<file path="src/rtl/andla_fme0_pkg.sv">
// Shared fme0 types and width defaults used by the output-map writeback path.
// Widths follow the FME0 bitwidth macros when the build provides them.
`ifndef FME0_OM_ADDR_INIT_BITWIDTH
`define FME0_OM_ADDR_INIT_BITWIDTH 32
`endif
`ifndef FME0_OM_DIM_BITWIDTH
`define FME0_OM_DIM_BITWIDTH 16
`endif

package andla_fme0_pkg;

   localparam int FME0_OM_ADDR_W = `FME0_OM_ADDR_INIT_BITWIDTH;
   localparam int FME0_OM_DIM_W  = `FME0_OM_DIM_BITWIDTH;
   localparam int FME0_OM_DATA_W = 256;

   typedef enum logic [1:0] {
      IDLE = 2'd0,
      RUN  = 2'd1,
      ERR  = 2'd2
   } fme0_om_state_e;

endpackage

</file>
<file path="src/rtl/andla_fme0_om_wb_if.sv">
// Result-beat stream and output-map write port of the fme0 writeback stage.
// Both channels: a transfer happens on a rising edge where valid & ready are high;
// once valid is raised, the payload holds steady until that transfer.
interface andla_fme0_om_wb_if
   import andla_fme0_pkg::*;
#(
   parameter int OM_ADDR_W = FME0_OM_ADDR_W,
   parameter int DATA_W    = FME0_OM_DATA_W
);

   logic                 res_valid;
   logic                 res_ready;
   logic [DATA_W-1:0]    res_data;
   logic                 res_last;
   logic                 om_wr_valid;
   logic                 om_wr_ready;
   logic [OM_ADDR_W-1:0] om_wr_addr;
   logic [DATA_W-1:0]    om_wr_data;

   // slave: the writeback stage; master: engine plus SRAM arbiter around it
   modport slave (
      input  res_valid, res_data, res_last, om_wr_ready,
      output res_ready, om_wr_valid, om_wr_addr, om_wr_data
   );

   modport master (
      output res_valid, res_data, res_last, om_wr_ready,
      input  res_ready, om_wr_valid, om_wr_addr, om_wr_data
   );

endinterface

</file>
<file path="src/rtl/andla_fme0_om_addr_cnt.sv">
// Incremental output-map address walker: channel/pixel/row counters with running bases.
// Bases carry one extra bit that sticks once any add has carried out of the address width.
module andla_fme0_om_addr_cnt
   import andla_fme0_pkg::*;
#(
   parameter int OM_ADDR_W = FME0_OM_ADDR_W,
   parameter int DIM_W     = FME0_OM_DIM_W
) (
   input  logic                 clk,
   input  logic                 rst_n,
   input  logic                 load,
   input  logic                 step,
   input  logic [OM_ADDR_W-1:0] addr_init,
   input  logic [DIM_W-1:0]     ow,
   input  logic [DIM_W-1:0]     oh,
   input  logic [DIM_W-1:0]     oc,
   input  logic [DIM_W-1:0]     ocow,
   output logic [OM_ADDR_W-1:0] addr,
   output logic                 is_final,
   output logic                 ovf
);

   localparam int AW = OM_ADDR_W + 1;

   logic [DIM_W-1:0] ow_q, oh_q, oc_q, ocow_q;
   logic [DIM_W-1:0] c_q, x_q, y_q;
   logic [AW-1:0]    pix_q, row_q;
   logic [AW-1:0]    cur_sum, pix_adv, row_adv;
   logic             c_end, x_end, y_end;

   function automatic logic [AW-1:0] add_sticky(input logic [AW-1:0] base,
                                                 input logic [DIM_W-1:0] inc);
      logic [AW-1:0] sum;
      sum = {1'b0, base[AW-2:0]} + AW'(inc);
      return {sum[AW-1] | base[AW-1], sum[AW-2:0]};
   endfunction

   assign cur_sum = add_sticky(pix_q, c_q);
   assign pix_adv = add_sticky(pix_q, oc_q);
   assign row_adv = add_sticky(row_q, ocow_q);

   assign addr = cur_sum[OM_ADDR_W-1:0];
   assign ovf  = cur_sum[OM_ADDR_W];

   assign c_end    = (c_q == oc_q - DIM_W'(1));
   assign x_end    = (x_q == ow_q - DIM_W'(1));
   assign y_end    = (y_q == oh_q - DIM_W'(1));
   assign is_final = c_end && x_end && y_end;

   always_ff @(posedge clk or negedge rst_n) begin
      if (!rst_n) begin
         ow_q   <= '0;
         oh_q   <= '0;
         oc_q   <= '0;
         ocow_q <= '0;
         c_q    <= '0;
         x_q    <= '0;
         y_q    <= '0;
         pix_q  <= '0;
         row_q  <= '0;
      end else if (load) begin
         ow_q   <= ow;
         oh_q   <= oh;
         oc_q   <= oc;
         ocow_q <= ocow;
         c_q    <= '0;
         x_q    <= '0;
         y_q    <= '0;
         pix_q  <= {1'b0, addr_init};
         row_q  <= {1'b0, addr_init};
      end else if (step) begin
         if (!c_end) begin
            c_q <= c_q + DIM_W'(1);
         end else begin
            c_q <= '0;
            if (!x_end) begin
               x_q   <= x_q + DIM_W'(1);
               pix_q <= pix_adv;
            end else begin
               // next row starts at the advanced row base
               x_q   <= '0;
               y_q   <= y_q + DIM_W'(1);
               row_q <= row_adv;
               pix_q <= row_adv;
            end
         end
      end
   end

endmodule

</file>
<file path="src/rtl/andla_fme0_om_wb.sv">
// Output-map writeback: turns fme0 result beats into addressed SRAM writes through a
// one-deep registered write port, reporting layer completion or an exception.
module andla_fme0_om_wb
   import andla_fme0_pkg::*;
#(
   parameter int OM_ADDR_W = FME0_OM_ADDR_W,
   parameter int DIM_W     = FME0_OM_DIM_W,
   parameter int DATA_W    = FME0_OM_DATA_W
) (
   input  logic                 clk,
   input  logic                 rst_n,
   input  logic                 start,
   input  logic [OM_ADDR_W-1:0] rf_fme0_om_addr_init,
   input  logic [DIM_W-1:0]     rf_fme0_om_ow,
   input  logic [DIM_W-1:0]     rf_fme0_om_oh,
   input  logic [DIM_W-1:0]     rf_fme0_om_oc,
   input  logic [DIM_W-1:0]     rf_fme0_om_alignment_ocow,
   andla_fme0_om_wb_if.slave    om_bus,
   output logic                 busy,
   output logic                 done,
   output logic                 rf_fme0_except_trigger,
   output fme0_om_state_e       state_dbg
);

   fme0_om_state_e state_q, state_d;

   logic                 load, step, set_exc, clr_exc, finish;
   logic                 can_take, beat, bad, wr_drain, cfg_zero;
   logic                 wr_valid_q, wr_last_q, done_q, exc_q;
   logic [OM_ADDR_W-1:0] wr_addr_q, cnt_addr;
   logic [DATA_W-1:0]    wr_data_q;
   logic                 cnt_final, cnt_ovf;

   andla_fme0_om_addr_cnt #(
      .OM_ADDR_W (OM_ADDR_W),
      .DIM_W     (DIM_W)
   ) u_addr_cnt (
      .clk       (clk),
      .rst_n     (rst_n),
      .load      (load),
      .step      (step),
      .addr_init (rf_fme0_om_addr_init),
      .ow        (rf_fme0_om_ow),
      .oh        (rf_fme0_om_oh),
      .oc        (rf_fme0_om_oc),
      .ocow      (rf_fme0_om_alignment_ocow),
      .addr      (cnt_addr),
      .is_final  (cnt_final),
      .ovf       (cnt_ovf)
   );

   assign cfg_zero = (rf_fme0_om_ow == '0) || (rf_fme0_om_oh == '0) || (rf_fme0_om_oc == '0);
   assign wr_drain = wr_valid_q && om_bus.om_wr_ready;
   // The register may refill in the cycle it drains; nothing is taken behind the layer's last beat.
   assign can_take = (state_q == RUN) && (!wr_valid_q || (om_bus.om_wr_ready && !wr_last_q));
   assign beat     = can_take && om_bus.res_valid;
   assign bad      = beat && ((om_bus.res_last != cnt_final) || cnt_ovf);

   always_ff @(posedge clk or negedge rst_n) begin
      if (!rst_n) state_q <= IDLE;
      else        state_q <= state_d;
   end

   always_comb begin
      state_d = state_q;
      load    = 1'b0;
      step    = 1'b0;
      set_exc = 1'b0;
      clr_exc = 1'b0;
      finish  = 1'b0;
      case (state_q)
         IDLE, ERR: begin
            if (start) begin
               clr_exc = 1'b1;
               if (cfg_zero) begin
                  set_exc = 1'b1;
                  state_d = ERR;
               end else begin
                  load    = 1'b1;
                  state_d = RUN;
               end
            end
         end
         RUN: begin
            if (bad) begin
               set_exc = 1'b1;
               state_d = ERR;
            end else begin
               step = beat;
               if (wr_drain && wr_last_q) begin
                  finish  = 1'b1;
                  state_d = IDLE;
               end
            end
         end
         default: state_d = IDLE;
      endcase
   end

   // A write already in the register keeps draining even after an error.
   always_ff @(posedge clk or negedge rst_n) begin
      if (!rst_n) begin
         wr_valid_q <= 1'b0;
         wr_last_q  <= 1'b0;
         wr_addr_q  <= '0;
         wr_data_q  <= '0;
         done_q     <= 1'b0;
         exc_q      <= 1'b0;
      end else begin
         if (step) begin
            wr_valid_q <= 1'b1;
            wr_last_q  <= om_bus.res_last;
            wr_addr_q  <= cnt_addr;
            wr_data_q  <= om_bus.res_data;
         end else if (wr_drain) begin
            wr_valid_q <= 1'b0;
            wr_last_q  <= 1'b0;
         end
         done_q <= finish;
         if (set_exc)      exc_q <= 1'b1;
         else if (clr_exc) exc_q <= 1'b0;
      end
   end

   assign om_bus.res_ready    = can_take;
   assign om_bus.om_wr_valid  = wr_valid_q;
   assign om_bus.om_wr_addr   = wr_addr_q;
   assign om_bus.om_wr_data   = wr_data_q;
   assign busy                = (state_q == RUN);
   assign done                = done_q;
   assign rf_fme0_except_trigger = exc_q;
   assign state_dbg           = state_q;

endmodule

</file>
<file path="src/flat_wrapper.sv">
// flat-port wrapper written by rule: the top's interface ports become plain ports
module andla_fme0_om_wb_flat import andla_fme0_pkg::*;
#(
   parameter int OM_ADDR_W = FME0_OM_ADDR_W,
   parameter int DIM_W     = FME0_OM_DIM_W,
   parameter int DATA_W    = FME0_OM_DATA_W
)
  (clk, rst_n, start, rf_fme0_om_addr_init, rf_fme0_om_ow, rf_fme0_om_oh, rf_fme0_om_oc, rf_fme0_om_alignment_ocow, busy, done, rf_fme0_except_trigger, state_dbg, om_bus_res_valid, om_bus_res_data, om_bus_res_last, om_bus_om_wr_ready, om_bus_res_ready, om_bus_om_wr_valid, om_bus_om_wr_addr, om_bus_om_wr_data);
  andla_fme0_om_wb_if #(.OM_ADDR_W(OM_ADDR_W), .DATA_W(DATA_W)) om_bus_i ();
  input  logic clk;
  input  logic rst_n;
  input  logic start;
  input  logic [OM_ADDR_W-1:0] rf_fme0_om_addr_init;
  input  logic [DIM_W-1:0] rf_fme0_om_ow;
  input  logic [DIM_W-1:0] rf_fme0_om_oh;
  input  logic [DIM_W-1:0] rf_fme0_om_oc;
  input  logic [DIM_W-1:0] rf_fme0_om_alignment_ocow;
  output logic busy;
  output logic done;
  output logic rf_fme0_except_trigger;
  output fme0_om_state_e state_dbg;
  input wire logic [$bits(om_bus_i.res_valid)-1:0] om_bus_res_valid;
  input wire logic [$bits(om_bus_i.res_data)-1:0] om_bus_res_data;
  input wire logic [$bits(om_bus_i.res_last)-1:0] om_bus_res_last;
  input wire logic [$bits(om_bus_i.om_wr_ready)-1:0] om_bus_om_wr_ready;
  output wire logic [$bits(om_bus_i.res_ready)-1:0] om_bus_res_ready;
  output wire logic [$bits(om_bus_i.om_wr_valid)-1:0] om_bus_om_wr_valid;
  output wire logic [$bits(om_bus_i.om_wr_addr)-1:0] om_bus_om_wr_addr;
  output wire logic [$bits(om_bus_i.om_wr_data)-1:0] om_bus_om_wr_data;
  assign om_bus_i.res_valid = om_bus_res_valid;
  assign om_bus_i.res_data = om_bus_res_data;
  assign om_bus_i.res_last = om_bus_res_last;
  assign om_bus_i.om_wr_ready = om_bus_om_wr_ready;
  assign om_bus_res_ready = om_bus_i.res_ready;
  assign om_bus_om_wr_valid = om_bus_i.om_wr_valid;
  assign om_bus_om_wr_addr = om_bus_i.om_wr_addr;
  assign om_bus_om_wr_data = om_bus_i.om_wr_data;
  andla_fme0_om_wb #(.OM_ADDR_W(OM_ADDR_W), .DIM_W(DIM_W), .DATA_W(DATA_W)) u_core (.clk(clk), .rst_n(rst_n), .start(start), .rf_fme0_om_addr_init(rf_fme0_om_addr_init), .rf_fme0_om_ow(rf_fme0_om_ow), .rf_fme0_om_oh(rf_fme0_om_oh), .rf_fme0_om_oc(rf_fme0_om_oc), .rf_fme0_om_alignment_ocow(rf_fme0_om_alignment_ocow), .om_bus(om_bus_i), .busy(busy), .done(done), .rf_fme0_except_trigger(rf_fme0_except_trigger), .state_dbg(state_dbg));
endmodule
</file>
<file path="config.mk">
export PLATFORM = sky130hd
export DESIGN_NAME = andla_fme0_om_wb_flat
export DESIGN_NICKNAME = d
export VERILOG_FILES = /design/src/rtl/andla_fme0_pkg.sv /design/src/rtl/andla_fme0_om_wb_if.sv /design/src/rtl/andla_fme0_om_addr_cnt.sv /design/src/rtl/andla_fme0_om_wb.sv /design/src/flat_wrapper.sv
export SDC_FILE = /design/constraint.sdc
export NUM_CORES = 1
export LEC_CHECK = 0
export ABC_AREA = 0
export CAP_MARGIN = 20
export CORE_AREA = 2 2 256 258
export CTS_BUF_LIST = sky130_fd_sc_hd__clkbuf_8
export CTS_CLUSTER_DIAMETER = 80
export DETAILED_ROUTE_END_ITERATION = 16
export DIE_AREA = 0 0 258 260
export PLACE_DENSITY = 0.65
export SLEW_MARGIN = 20
export SYNTH_ARGS = -nofsm -noshare
export SYNTH_HDL_FRONTEND = slang
export SYNTH_SLANG_ARGS = --single-unit
</file>
<file path="constraint.sdc">
create_clock -name clk -period 12.4 [get_ports clk]
set_input_delay 2.48 -clock clk [delete_from_list [all_inputs] [get_ports clk]]
set_output_delay 2.48 -clock clk [all_outputs]
set_load 0.02 [all_outputs]
</file>
# --- After elaboration in Yosys (flattened, before gate mapping) ---
# Index checks and enable logic that the tools add are counted.
classes:
  addsub: 9
  eq_ne: 8
  mux: 43
  bitwise: 3
  n_reduce_logical: 27
op_table:
  columns: ["operator", "n"]
  rows:
  - ["33-bit 2-to-1 mux", 8]
  - ["16-bit 2-to-1 mux", 11]
  - ["32-bit by 16-bit adder with 33-bit output", 3]
  - ["16-bit by 1-bit adder with 16-bit output (second input constant)", 3]
  - ["16-bit equality test", 3]
  - ["16-bit zero test", 3]
  - ["16-bit by 1-bit subtractor with 16-bit output (second input constant)", 3]
  - ["1-bit 2-to-1 mux", 18]
  - ["2-bit nonzero test", 5]
  - ["1-bit logical AND", 8]
  - ["2-bit 2-to-1 mux", 4]
  - ["1-bit logical OR", 4]
  - ["2-bit case mux with 2 select lines", 1]
  - ["2-bit AND reduction", 2]
  - ["3-bit by 1-bit inequality test with 1-bit output (second input constant)", 1]
  - ["1-bit OR", 3]
  - ["3-bit AND reduction", 1]
  - ["2-bit by 1-bit equality test with 1-bit output (second input constant)", 1]
  - ["2-bit equality test (second input constant)", 1]
  - ["1-bit zero test", 2]
  - ["2-bit zero test", 1]
  - ["2-bit inequality test (second input constant)", 1]
  - ["1-bit case mux with 2 select lines", 1]
  - ["2-bit OR reduction", 1]
  - ["1-bit inequality test", 1]
totals:
  register_bits: 472
  input_bits: 358
  wordCells: 106

# --- Depth between registers and ports, before layout ---
# Gate-level depths: netlist (run 1).
logic_depth:
  word_depth: 11
  ltp_mapped: 17
  ltp_nobuf: 13

# --- Modules after synthesis ---
# A second synthesis (run 1) with hierarchy kept.
hier_totals:
  hier_cells: 2101
  hier_area_um2: 24872.6
by_module_without_submodules:
  columns: ["mod", "n_inst", "cells_per_inst", "area_per_inst_um2", "seq_area_each_um2"]
  rows:
  - ["andla_fme0_om_addr_cnt", 1, 1443, 12732.2, 4454.3]
  - ["andla_fme0_om_wb", 1, 658, 12140.4, 7357.1]

# --- Worst setup path before layout (run 1) ---
# No wires, ideal clock.
synth_timing:
  path_kind: "in2out"
  startpoint: "input om_bus_om_wr_ready"
  endpoint: "output om_bus_res_ready"
  t_arrival_ns: 2.923
  slack_ns: 6.997
  stages: 2
  path_cell_list: "nand2b_1 a21oi_1"
synth_between:
  elab_chain_cells: 3
synth_lines:
  columns: ["element", "line_no", "rtl"]
  rows:
  - ["start, declared", "flat_wrapper.sv:25", "input wire logic [$bits(om_bus_i.om_wr_ready)-1:0] om_bus_om_wr_ready;"]
  - ["1-bit logical AND", "andla_fme0_om_wb.sv:55", "assign can_take = (state_q == RUN) && (!wr_valid_q || (om_bus.om_wr_ready && !wr_last_q));"]
  - ["1-bit logical OR", "andla_fme0_om_wb.sv:55", null]
  - ["1-bit logical AND", "andla_fme0_om_wb.sv:55", null]
  - ["end, declared", "flat_wrapper.sv:26", "output wire logic [$bits(om_bus_i.res_ready)-1:0] om_bus_res_ready;"]
# No other way between the ends.

# --- Final worst setup path (run 1) ---
# Ends and elaborated chain as after synthesis.

==> flow_summary.toml, run 1 <==
[power]
switching_share_pct = 42.9
peakVddDrop_v = 0.000124
p_comb_share_pct = 50.2
powerDensity_mw_per_mm2 = 259
p_leak_nw = 13.9
seqPwrFrac_pct = 33.5
pwr-share-clk_pct = 16.3
switchingPower_mw = 3.66
p_int_mw = 4.88

[synthesis]
synth_ff_type = "dfrtp_1"
synth_simple_gate_area_share_pct = 15.2
yosys-top-cells-area = "dfrtp_1 48%, mux2_1 9.4%, nand2_1 5.2%, xnor2_1 3.1%, mux2_2 3.0%"
yosysUniqueCellTypes = 83
post-synth-top-count-cell = "dfrtp_1"
synthArstFlopShare_pct = 100
syn_area_mm2 = 0.0244
synth_compound_area_share_pct = 11.1
synth_top_family_by_area = "simple AND/OR/NAND/NOR gates"
synth_xor_area_share_pct = 5.35
synth_common_cells = "472 x dfrtp_1, 340 x nand2_1, 204 x mux2_1, 130 x o21ai_0, 109 x nor2_1"
syn-instance-count = 2338
avgSynthCellArea_um2 = 10.4
synth_top_area_share_pct = 48.4
synth_edf_count = 0
synth_fa_ha_area_share_pct = 3.02
ys.warnings.count = 0
syn_nets = 2753
synth-seq-cells = 472
ys_seq_area_share_pct = 48.4
synthMuxAreaShare_pct = 13.2
synth_top_cell_by_area = "dfrtp_1"

[cts]
cts.sinks = 472
clockRootBuffer = "clkbuf_8"
clkTransAtPathRegs_ns = 0.06
insertion_delay_ns = 0.69
cts_resized = 0
cts_tree = "done"
ctsLongestPathBuffers = 3
postCtsHoldBufs = 0
cts_inserted_buffers = 84
post_cts_buffers = 0
htreeDepth = 3

[finish]
syn_to_final_growth_pct = 35.5
fin_nets = 3390
drive_gt1_share_pct = 7.07
stdcell_count = 3891

[detailed_routing]
first_pass_iters = 5
wirelength_um = 98600
drtAntennaViolNets = 0
vias_per_cell = 5.44
drc = 0
routedWlPerCell_um = 25.3
drt_iter0_markers = 1762
routed-via-count = 21200

[sta]
slew_viol_final = 0
rsz0062_at_grt = "no"
max_freq_ghz = 0.143
tns_ns = 0
min_period_ns = 7.01
worstMarginPinSlew_ns = 1.09
hold_ws_ns = 0.476
setup_viol = 0
maxSlewHeadroom_pct = 27.2
clock_skew_ns = 0.0368
min_period_over_period_pct = 56.5
hold_viol = 0

[critical_path]
r2r_slack_ns = 6.68
cp.required_ns = 9.92
reg2reg_depth = 13
r2r_end = "u_core.om_bus.om_wr_data[191]"
critPathKind = "in -> out"
critPathLaunchType = "input pin"
cp.arrival_ns = 4.53
regToRegStartpoint = "u_core.u_addr_cnt.oh_q[0]"
path_max_fanout = 4
worstSetupEndpointType = "output pin"

[die]
start_util_pct = 38.0
ios = 653
die_y_um = 260
dieArea_mm2 = 0.0671
core_area_mm2 = 0.0641
fp.dieW_um = 258
rows = 93

[worst_hold_path]
hold_path.class = "reg -> reg"
hold_path_depth = 2
min_to = "u_core.u_addr_cnt.row_q[32]"
hold_start = "u_core.u_addr_cnt.row_q[32]"

[global_route]
grt_max_degree = 218
grt_pass1_wl_um = 142000
gr-usage-all-layers_pct = 28.7
antenna_found_initial = 35
overflow = 0
grt_pass1_vias = 20700

[placement]
dp_hpwl_um = 78800
place_inst = 3743
gp_congestion = 0.968
portBuffers = 652

[run]
maxCapViolCount = 0

[run_status]
outcome = "complete, no violations"
through the flow:
stage | power (mW) | utilization [%] | area, µm² | setup WS (ns)
2_1_floorplan | 5.16 | - | 24400 | 7.00
3_3_place_gp | 7.06 | 49.0 | 31400 | 5.50
3_5_place_dp | 7.15 | 49.0 | 31400 | 5.53
4_1_cts | 8.57 | 51.5 | 33000 | 5.51
5_1_grt | 9.04 | 51.5 | 33000 | 5.45
6_report | 8.54 | 51.5 | 33000 | 5.39
area by class of cell:
class                      instances  area, µm²
sequential                       472      11800
timing repair buffer             673       6730
inverter                          46        173
tap                              855       1070
fill                            5743      31100
multi-input combinational       1698      11700
clock inverter                    42        234
clock buffer                      95       1310
antenna                           10       25.0
registers in the layout, summed over array words and instances, names as in the netlist, 32 cells and up:
register                  count
u_core.om_bus.om_wr_addr     32
u_core.om_bus.om_wr_data    256
u_core.u_addr_cnt.pix_q      33
u_core.u_addr_cnt.row_q      33
worst max path at each step:
stage	from	end	slack (ns)	cells after the start
global placement	om_bus_om_wr_ready	om_bus_res_ready	5.50	4
finish	om_bus_om_wr_ready	om_bus_res_ready	5.39	4
floorplan	om_bus_om_wr_ready	om_bus_res_ready	7.00	2
CTS	om_bus_om_wr_ready	om_bus_res_ready	5.51	4
detailed placement	om_bus_om_wr_ready	om_bus_res_ready	5.53	4
global route	om_bus_om_wr_ready	om_bus_res_ready	5.45	4
power by group through the flow:
stage	clock network, mW	logic (mW)	registers [mW]
6_report	1.39	4.29	2.86
5_1_grt	1.49	4.60	2.95
4_1_cts	1.43	4.29	2.85
3_5_place_dp	0	4.27	2.88
3_3_place_gp	0	4.22	2.84
2_1_floorplan	0	1.92	3.24
cells by family after synthesis:
group | count (synthesis)
simple gates | 773
mux | 289
compound gates | 430
flops | 472
buf+inv | 168
fa+ha+maj | 57
xor+xnor | 149
placed cells by master (no fill, tap or decap), types with 21 or more instances in the layout:
master	synthesis	layout
mux2_2	65	65
nand2_1	340	340
ha_1	54	54
nor3_1	52	52
dfrtp_1	472	472
or3_1	24	24
xnor2_1	86	86
nand3_1	67	66
inv_1	46	77
o31ai_1	21	21
a21o_1	28	28
xor2_1	63	63
o21ai_0	130	130
a31oi_1	26	26
nor4_1	36	36
clkbuf_8	0	95
nor2_1	109	109
mux2_1	204	204
clkdlybuf4s50_1	0	651
or4_1	23	23
a21oi_1	103	103
metal layers:
layer / global-route usage [%] / vias to the layer above / part of all wire, %
li1: - / 9630 / -
met1: 39.1 / 10500 / 43
met2: 45.9 / 846 / 47
met3: 7.08 / 151 / 7.7
met4: 7.34 / 12 / 2.3
met5: 0 / - / 0.074
critical path: stages:
cell and delay (ns):
clkdlybuf4s50_1 0.53, nand2b_1 0.07, a21oi_1 0.67, clkdlybuf4s50_1 0.77
No activity file was read; power rests on OpenSTA's default activity.
==> run 2, diff against run 1 <==
--- a/config.mk
+++ b/config.mk
@@ -12,7 +12,7 @@
 export CTS_CLUSTER_DIAMETER = 80
 export DETAILED_ROUTE_END_ITERATION = 16
 export DIE_AREA = 0 0 258 260
-export PLACE_DENSITY = 0.65
+export PLACE_DENSITY = 0.68
 export SLEW_MARGIN = 20
 export SYNTH_ARGS = -nofsm -noshare
 export SYNTH_HDL_FRONTEND = slang
==> constraint.sdc (replaced) <==
create_clock -name clk -period 6.2 [get_ports clk]
set_input_delay 1.24 -clock clk [delete_from_list [all_inputs] [get_ports clk]]
set_output_delay 1.24 -clock clk [all_outputs]
set_load 0.02 [all_outputs]
==> run 2 against run 1 <==
  * Utilization rose by 0.82 points
  * Non-clock buffer count rose by 9
  * Via count rose by 0.58%
  * Final cell count rose by 0.90%
  * Sequential share of layout area fell by 0.56 points
  * Register-to-register slack got worse by 5.5 ns
  * Global-route usage barely moved
  * Design area rose by 1.6%
  * Die area did not move
  * Critical path type is now reg -> reg
  * Largest power group unchanged
==> flow_summary.toml, run 2 (same netlist as run 1, synthesis figures left out) <==
[run_status]
outcome = "complete, no violations"

[sta]
setup_viol = 0
maxSlewHeadroom_pct = 28.0
slew_viol_final = 0
tns_ns = 0
min_period_over_period_pct = 81.6
clock_skew_ns = 0.0334
hold_viol = 0
worstMarginPinSlew_ns = 1.08
rsz0062_at_grt = "no"
max_freq_ghz = 0.198
min_period_ns = 5.06

[detailed_routing]
drc = 0
first_pass_iters = 6
routedWlPerCell_um = 25.2
routed-via-count = 21300
vias_per_cell = 5.42
wirelength_um = 98900
drtAntennaViolNets = 0
drt_iter0_markers = 1842

[cts]
cts_resized = 0
insertion_delay_ns = 0.68
cts_inserted_buffers = 87
post_cts_buffers = 0
postCtsHoldBufs = 0
clkTransAtPathRegs_ns = 0.06
htreeDepth = 3
clockRootBuffer = "clkbuf_8"
cts_tree = "done"
cts.sinks = 472
ctsLongestPathBuffers = 3

[global_route]
grt_pass1_wl_um = 143000
gr-usage-all-layers_pct = 28.7
grt_pass1_vias = 20800
antenna_found_initial = 36
grt_max_degree = 161
overflow = 0

[critical_path]
cp.arrival_ns = 5.61
cp.required_ns = 6.75
critPathKind = "reg -> reg"
r2r_slack_ns = 1.14
worstSetupEndpointType = "register"
cp_slowest_cell = "nand3_4"
path_max_fanout = 47
critPathLaunchType = "register"
critPathMostFrequentCell = "or3_1"
path_cells = "inv_1, ha_1, or4b_1, xor2_1, or4_1, a211oi_1, nand4b_1, or3_1, or3_1, nand3_4, buf_12, mux2_2"
cpPeakStageDelay_ns = 0.63

[finish]
syn_to_final_growth_pct = 37.6
stdcell_count = 3926
fin_nets = 3402
largest_reg_flops = 256
layout_common_cells = "651 x clkdlybuf4s50_1, 472 x dfrtp_1, 340 x nand2_1"
num-fill-cells = 5723
layout_commonest_cell = "clkdlybuf4s50_1"
drive_gt1_share_pct = 8.19

[die]
core_area_mm2 = 0.0641
start_util_pct = 38.0
rows = 93
die_y_um = 260
dieArea_mm2 = 0.0671
fp.dieW_um = 258
ios = 653

[placement]
gp_congestion = 0.983
dp_hpwl_um = 79100
portBuffers = 652
place_inst = 3753

[power]
power_mw = 17.6
powerDensity_mw_per_mm2 = 525
p_leak_nw = 14.2
peakVddDrop_v = 0.000268

[run]
maxCapViolCount = 0

[worst_hold_path]
hold_path.class = "reg -> reg"
[run 2: critical path: cells and delay by family (launching register included)]
kind,cells,cell delay (ns)
xor gates and xnor gates,1,0.20
DFF,1,0.43
and+or+nand+nor,6,2.85
muxes,1,0.37
adders and majority gates,1,0.32
buffers and inverters,2,0.45
AOI/OAI and AO/OA,1,0.25
[run 2: report_power, final]
group	switching (mW)	internal (mW)	leakage, nW	total [mW]
Clock	1.41	1.86	1.06	3.27
Combinational	4.68	3.91	7.36	8.59
Sequential	1.31	4.46	5.77	5.76
Total	7.39	10.2	14.2	17.6
[run 2: layout make-up]
class / instances / area, µm² / area share, %
antenna: 18 / 45.0 / 0.134
clock buffer: 104 / 1430 / 4.26
clock inverter: 51 / 449 / 1.34
inverter: 46 / 173 / 0.514
multi-input combinational: 1698 / 11700 / 34.8
sequential: 472 / 11800 / 35.2
tap: 855 / 1070 / 3.19
timing repair buffer: 682 / 6890 / 20.5
[run 2: path summary, 6_finish.rpt]
check,start,end,cells past startpoint
worst max-delay path,u_core.u_addr_cnt.oh_q[0],u_core.om_bus.om_wr_data[243],12
worst min-delay path,u_core.u_addr_cnt.row_q[32],u_core.u_addr_cnt.row_q[32],2
worst max register to register,u_core.u_addr_cnt.oh_q[0],u_core.om_bus.om_wr_data[243],12
worst min register to register,u_core.u_addr_cnt.row_q[32],u_core.u_addr_cnt.row_q[32],2
max in group asynchronous,rst_n,u_core.om_bus.om_wr_data[93],2
min in group asynchronous,rst_n,u_core.u_addr_cnt.x_q[2],1
[run 2: per-stage QoR]
step	worst slack (ns)	utilization, %	hold WS, ns	instance area [µm²]
finish	1.14	52.4	0.475	33600
global route	0.903	52.3	0.500	33600
CTS	1.14	52.3	0.474	33500
detailed placement	1.16	49.3	0.460	31600
global placement	1.28	49.3	0.441	31600
floorplan	2.19	-	0.430	24400
[run 2: layer usage]
layer	track usage [%]	up-vias	routed length, µm
met2	45.5	881	46000
met5	0	-	267
met4	10.1	14	2870
li1	-	9672	-
met1	38.3	10600	42300
met3	7.09	172	7470
==> run 3, diff against run 2 <==
==> constraint.sdc (replaced) <==
create_clock -name clk -period 4.6 [get_ports clk]
set_input_delay 0.92 -clock clk [delete_from_list [all_inputs] [get_ports clk]]
set_output_delay 0.92 -clock clk [all_outputs]
set_load 0.02 [all_outputs]
==> run 3 against run 2 <==
  * Die area stayed put
  * Utilization is 0.53 points higher
  * Combinational power is 37% higher
  * Clock power is 26% higher
  * Critical path type unchanged
  * Flip-flop and latch count stayed put
  * Largest power group unchanged
  * Critical endpoint is now u_core.om_bus.om_wr_data[23]
==> flow_summary.toml, run 3 (same netlist as run 1, synthesis figures left out) <==
[cts]
insertion_delay_ns = 0.70
cts_resized = 0
ctsLongestPathBuffers = 3
htreeDepth = 3
clkTransAtPathRegs_ns = 0.06
cts.sinks = 472
clockRootBuffer = "clkbuf_8"
cts_inserted_buffers = 85
cts_tree = "done"
postCtsHoldBufs = 0
post_cts_buffers = 0

[sta]
min_period_over_period_pct = 95.3
tns_ns = 0
maxSlewHeadroom_pct = 46.2
min_period_ns = 4.38
rsz0062_at_grt = "no"
worstMarginPinSlew_ns = 0.807
setup_viol = 0
clock_skew_ns = 0.0420
setup_slack_ns = 0.218
slew_viol_final = 0
max_freq_ghz = 0.228
hold_viol = 0

[global_route]
grt_pass1_wl_um = 142000
grt_pass1_vias = 21200
gr-usage-all-layers_pct = 28.5
grt_max_degree = 114
antenna_found_initial = 35
overflow = 0

[placement]
gp_congestion = 1.02
dp_hpwl_um = 80100
pre_cts_slack_ns = 0.198
portBuffers = 652

[die]
start_util_pct = 38.0
die_y_um = 260
core_area_mm2 = 0.0641
rows = 93
ios = 653
fp.dieW_um = 258
dieArea_mm2 = 0.0671

[detailed_routing]
routed-via-count = 21400
drt_iter0_markers = 1602
first_pass_iters = 5
drc = 0
wirelength_um = 98300
drtAntennaViolNets = 0
vias_per_cell = 5.40
routedWlPerCell_um = 24.7

[critical_path]
reg2reg_depth = 13
r2r_slack_ns = 0.22
cp.required_ns = 5.16
regToRegStartpoint = "u_core.u_addr_cnt.oh_q[0]"
r2r_end = "u_core.om_bus.om_wr_data[23]"
worstSetupEndpointType = "register"
critPathKind = "reg -> reg"
path_max_fanout = 28
cp.arrival_ns = 4.94
critPathLaunchType = "register"

[finish]
multiInputGateArea_mm2 = 0.0117
layout.area.seq_mm2 = 0.0118
drive_gt1_share_pct = 9.33
layout_common_cells = "651 x clkdlybuf4s50_1, 472 x dfrtp_1, 340 x nand2_1"
largest_reg_flops = 256
syn_to_final_growth_pct = 39.1
fin_nets = 3452
layout_commonest_cell = "clkdlybuf4s50_1"
num-fill-cells = 5718

[worst_hold_path]
hold_path.class = "in -> async"

[power]
powerDensity_mw_per_mm2 = 699
pwr-share-clk_pct = 17.4
peakVddDrop_v = 0.000348
switching_share_pct = 42.3
p_leak_nw = 14.4
switchingPower_mw = 10.0
p_int_mw = 13.7
seqPwrFrac_pct = 32.7
p_comb_share_pct = 50.0

[run]
maxCapViolCount = 0

[run_status]
outcome = "complete, no violations"
[run 3: cell types whose count changed in the layout (fill, tap and decap cells not counted), moves of 2 or more]
cell,previous run,this run
buf_12,11,17
inv_12,0,2
inv_1,69,72
clkbuf_8,104,106
diode_2,18,22
bufinv_16,8,3
inv_6,2,0
clkinv_2,15,6
buf_4,19,65
[run 3: layer usage]
layer	up-vias	track usage (%)	share of wire, %
met1	10700	38.0	43
met3	145	6.95	7.4
li1	9792	-	-
met5	-	0	0.081
met4	12	9.41	2.6
met2	800	45.5	47
[run 3: final cells by class]
cell class / count / share of cell area [%]
flip-flops and latches: 472 / 34.8
repair buffers: 734 / 21.7
clock inverters: 41 / 0.874
multi-input cells: 1698 / 34.5
well taps: 855 / 3.15
diodes: 22 / 0.162
clock buffers: 106 / 4.30
inverters: 46 / 0.509
[run 3: critical path, stage by stage, from the launching register on]
cell and delay, ns:
dfrtp_1 0.44, inv_1 0.10, ha_1 0.16, or4b_1 0.48, xor2_1 0.18, or4_1 0.43, a211oi_1 0.30, nand4b_1 0.30
or3_1 0.46, or3_1 0.39, nand3_4 0.16, buf_12 0.22, buf_12 0.22, mux2_2 0.36
[run 3: power by group through the flow]
stage	combinational (mW)	clock (mW)	sequential, mW
after floorplan	5.18	0	8.73
after global placement	11.6	0	7.71
after detailed placement	11.8	0	7.79
after CTS	11.8	4.23	7.72
after global routing	12.7	4.41	7.96
final	11.8	4.11	7.74
[run 3: how the worst max path moves through the flow]
stage	startpoint	to	slack, ns	depth (start not counted)
2_1_floorplan	u_core.u_addr_cnt.oh_q[0]	u_core.om_bus.om_wr_data[125]	0.59	16
3_3_place_gp	u_core.u_addr_cnt.oh_q[0]	u_core.om_bus.om_wr_data[15]	0.31	13
3_5_place_dp	u_core.u_addr_cnt.oc_q[1]	u_core.om_bus.om_wr_data[23]	0.20	13
4_1_cts	u_core.u_addr_cnt.oh_q[0]	u_core.om_bus.om_wr_data[23]	0.20	13
5_1_grt	u_core.u_addr_cnt.oc_q[1]	u_core.om_bus.om_wr_data[222]	0.07	13
6_report	u_core.u_addr_cnt.oh_q[0]	u_core.om_bus.om_wr_data[23]	0.22	13
[run 3: metrics by stage]
stage                     cells  hold slack, ns  power, mW  util [%]  cell area [µm²]
final                      3974           0.259       23.7      52.9            33900
after global routing       3968           0.286       25.0      52.9            33900
after CTS                  3950           0.243       23.8      52.8            33800
after detailed placement   3803           0.452       19.6      50.0            32100
after global placement     3803           0.448       19.3      50.0            32100
after floorplan            2338           0.430       13.9         -            24400
==> RTL edit (config.mk and constraints of run 3) <==
`FME0_OM_ADDR_INIT_BITWIDTH`: 32 -> 40.
--- a/src/rtl/andla_fme0_pkg.sv
+++ b/src/rtl/andla_fme0_pkg.sv
@@ -3,3 +3,3 @@
 `ifndef FME0_OM_ADDR_INIT_BITWIDTH
-`define FME0_OM_ADDR_INIT_BITWIDTH 32
+`define FME0_OM_ADDR_INIT_BITWIDTH 40
 `endif
Ports: changed (resized om_bus_om_wr_addr and rf_fme0_om_addr_init); port bits go from 653 to 669. The function was not compared with the original's and may differ.
==> RTL edit against run 3 <==
Synthesized cell count grew 31%; utilization rose by 3.0 points; via count grew 18%; power up 3.2%; routed wire length is 7.5% higher; highest routed layer unchanged; clock skew shrank 12 ps; area after synthesis increased by 7.1%; worst setup slack improved by 82 ps; cell area grew 5.7%; critical endpoint is now u_core.u_addr_cnt.row_q[25]; sequential cell count rose by 24.
==> RTL edit: results (changes against run 3) <==
met3 usage=0.0846 (+0.0151); filler-free cell count of the finished design=4686 (+18%); RD Place Congestion=0.951 (-6.7%); post-synth net total=3495 (+27%); initial antenna violation count=17 (-51%); Global Route met2 Usage=0.486 (+0.0304); CP Max Fanout=12 (-57%); root buf cell=clkbuf_8; start point of the critical path=u_core.u_addr_cnt.oc_q[0]; Netlist cell types=87 (+4.8%); DR vias=25233 (+18%); post-synthesis sequential area ratio=0.475 (-0.00903); TritonCTS buffer count=90 (+5.9%); pre-CTS WS=272 ps (+73.8 ps); worst slew pin tran=934 ps (+127 ps); outcome=completed; placed cell count=4509 (+19%); DP Wirelength=82500 µm (+3.0%); first-pass GRT wire length=156000 µm (+9.7%); WP data arrival=4910 ps (-30 ps); Mapped Cells=3072 (+31%); pin count of the biggest net entering global routing=113 (-0.88%); Layout Skew=29.9 ps (-12.0 ps); Switching Power=10.6 mW (+5.6%); synth top area cells=dfrtp_1 48%, nand2_1 16%, xnor2_1 3.2%, ha_1 2.6%, o21ai_0 2.3%; area post-placement=33900 µm² (+5.6%); worst vdd rail ir drop=263 µV (-25%); top post-synthesis cells by count=1113 x nand2_1, 496 x dfrtp_1, 119 x o21ai_0; P_leak=16.4 nW (+14%); Clock Path Buffers=3 (unchanged); Detailed Route Iter0 Violations=2542 (+59%); met1 Use GR=0.416 (+0.0354); Port Buffers=668 (+2.5%); top-count cell post-synth=nand2_1; drt pass-1 iters=6 (+1); share of post-route cells with drive strength above 1=0.0662 (-0.0271); vias in the first global route=24068 (+14%); Total GRT Usage=0.309 (+0.0240); Nets=4173 (+21%); WL/cell=22.6 µm (-8.8%)
## RTL edit: cell types whose count changed after synthesis, sizes merged, moves of 17 or more
cell and delta:
mux2 -262, clkbuf +17, buf +19, dfrtp +24, o211ai +21, nand2 +773, o21ai +21
## RTL edit: layout make-up
cell class              instances  area, µm²
clock buffers                 115       1580
inverters                      60        225
clock inverters                47        317
repair buffers                744       7500
diodes                         11       27.5
fillers                      5860      28300
well taps                     855       1070
multi-input cells            2358      12700
flip-flops and latches        496      12400
## RTL edit: critical path: stages (launching register included)
cell	delay (ps)
dfrtp_1	430
inv_1	100
ha_1	230
or3b_2	500
or4_1	480
xnor2_1	150
a2111oi_0	260
or4b_4	560
nor3_4	250
nand4_4	270
buf_4	260
or4_1	540
a31oi_1	170
## RTL edit: path summary, 6_finish.rpt
path	endpoint	slack, ps	depth (start not counted)
max reg2reg	u_core.u_addr_cnt.row_q[25]	300	12
min reg2reg	u_core.om_bus.om_wr_data[150]	470	2
min	u_core.u_addr_cnt.ow_q[6]	330	1
min in group clk	u_core.om_bus.om_wr_data[150]	470	2
max in group asynchronous	u_core.u_addr_cnt.pix_q[16]	3270	2
max	u_core.u_addr_cnt.row_q[25]	300	12
## RTL edit: logic make-up (layout without fill, tap and decap cells)
group                      Yosys count  after routing  synth area share
AOI/OAI and AO/OA                  528            528             0.128
xor gates and xnor gates           150            150            0.0503
adders and majority gates           57             57            0.0282
buffers and inverters              218            966            0.0395
DFF                                496            496             0.475
muxes                               30             30            0.0123
other                                0             11                 0
and+or+nand+nor                   1593           1593             0.266
## RTL edit: per-layer routing
metal  vias up  routed length (µm)
li1      11853                   -
met1     12124               44600
met2      1080               48500
met3       172               10000
met4         4                2540
met5         -                  28
## RTL edit: power groups by stage
stage / Sequential [mW] / Combinational, mW / Clock (mW)
6_report: 7.83 / 12.2 / 4.42
5_1_grt: 8.05 / 13.2 / 4.72
4_1_cts: 7.79 / 12.2 / 4.51
3_5_place_dp: 7.85 / 12.1 / 0
3_3_place_gp: 7.80 / 12.0 / 0
2_1_floorplan: 8.89 / 5.61 / 0
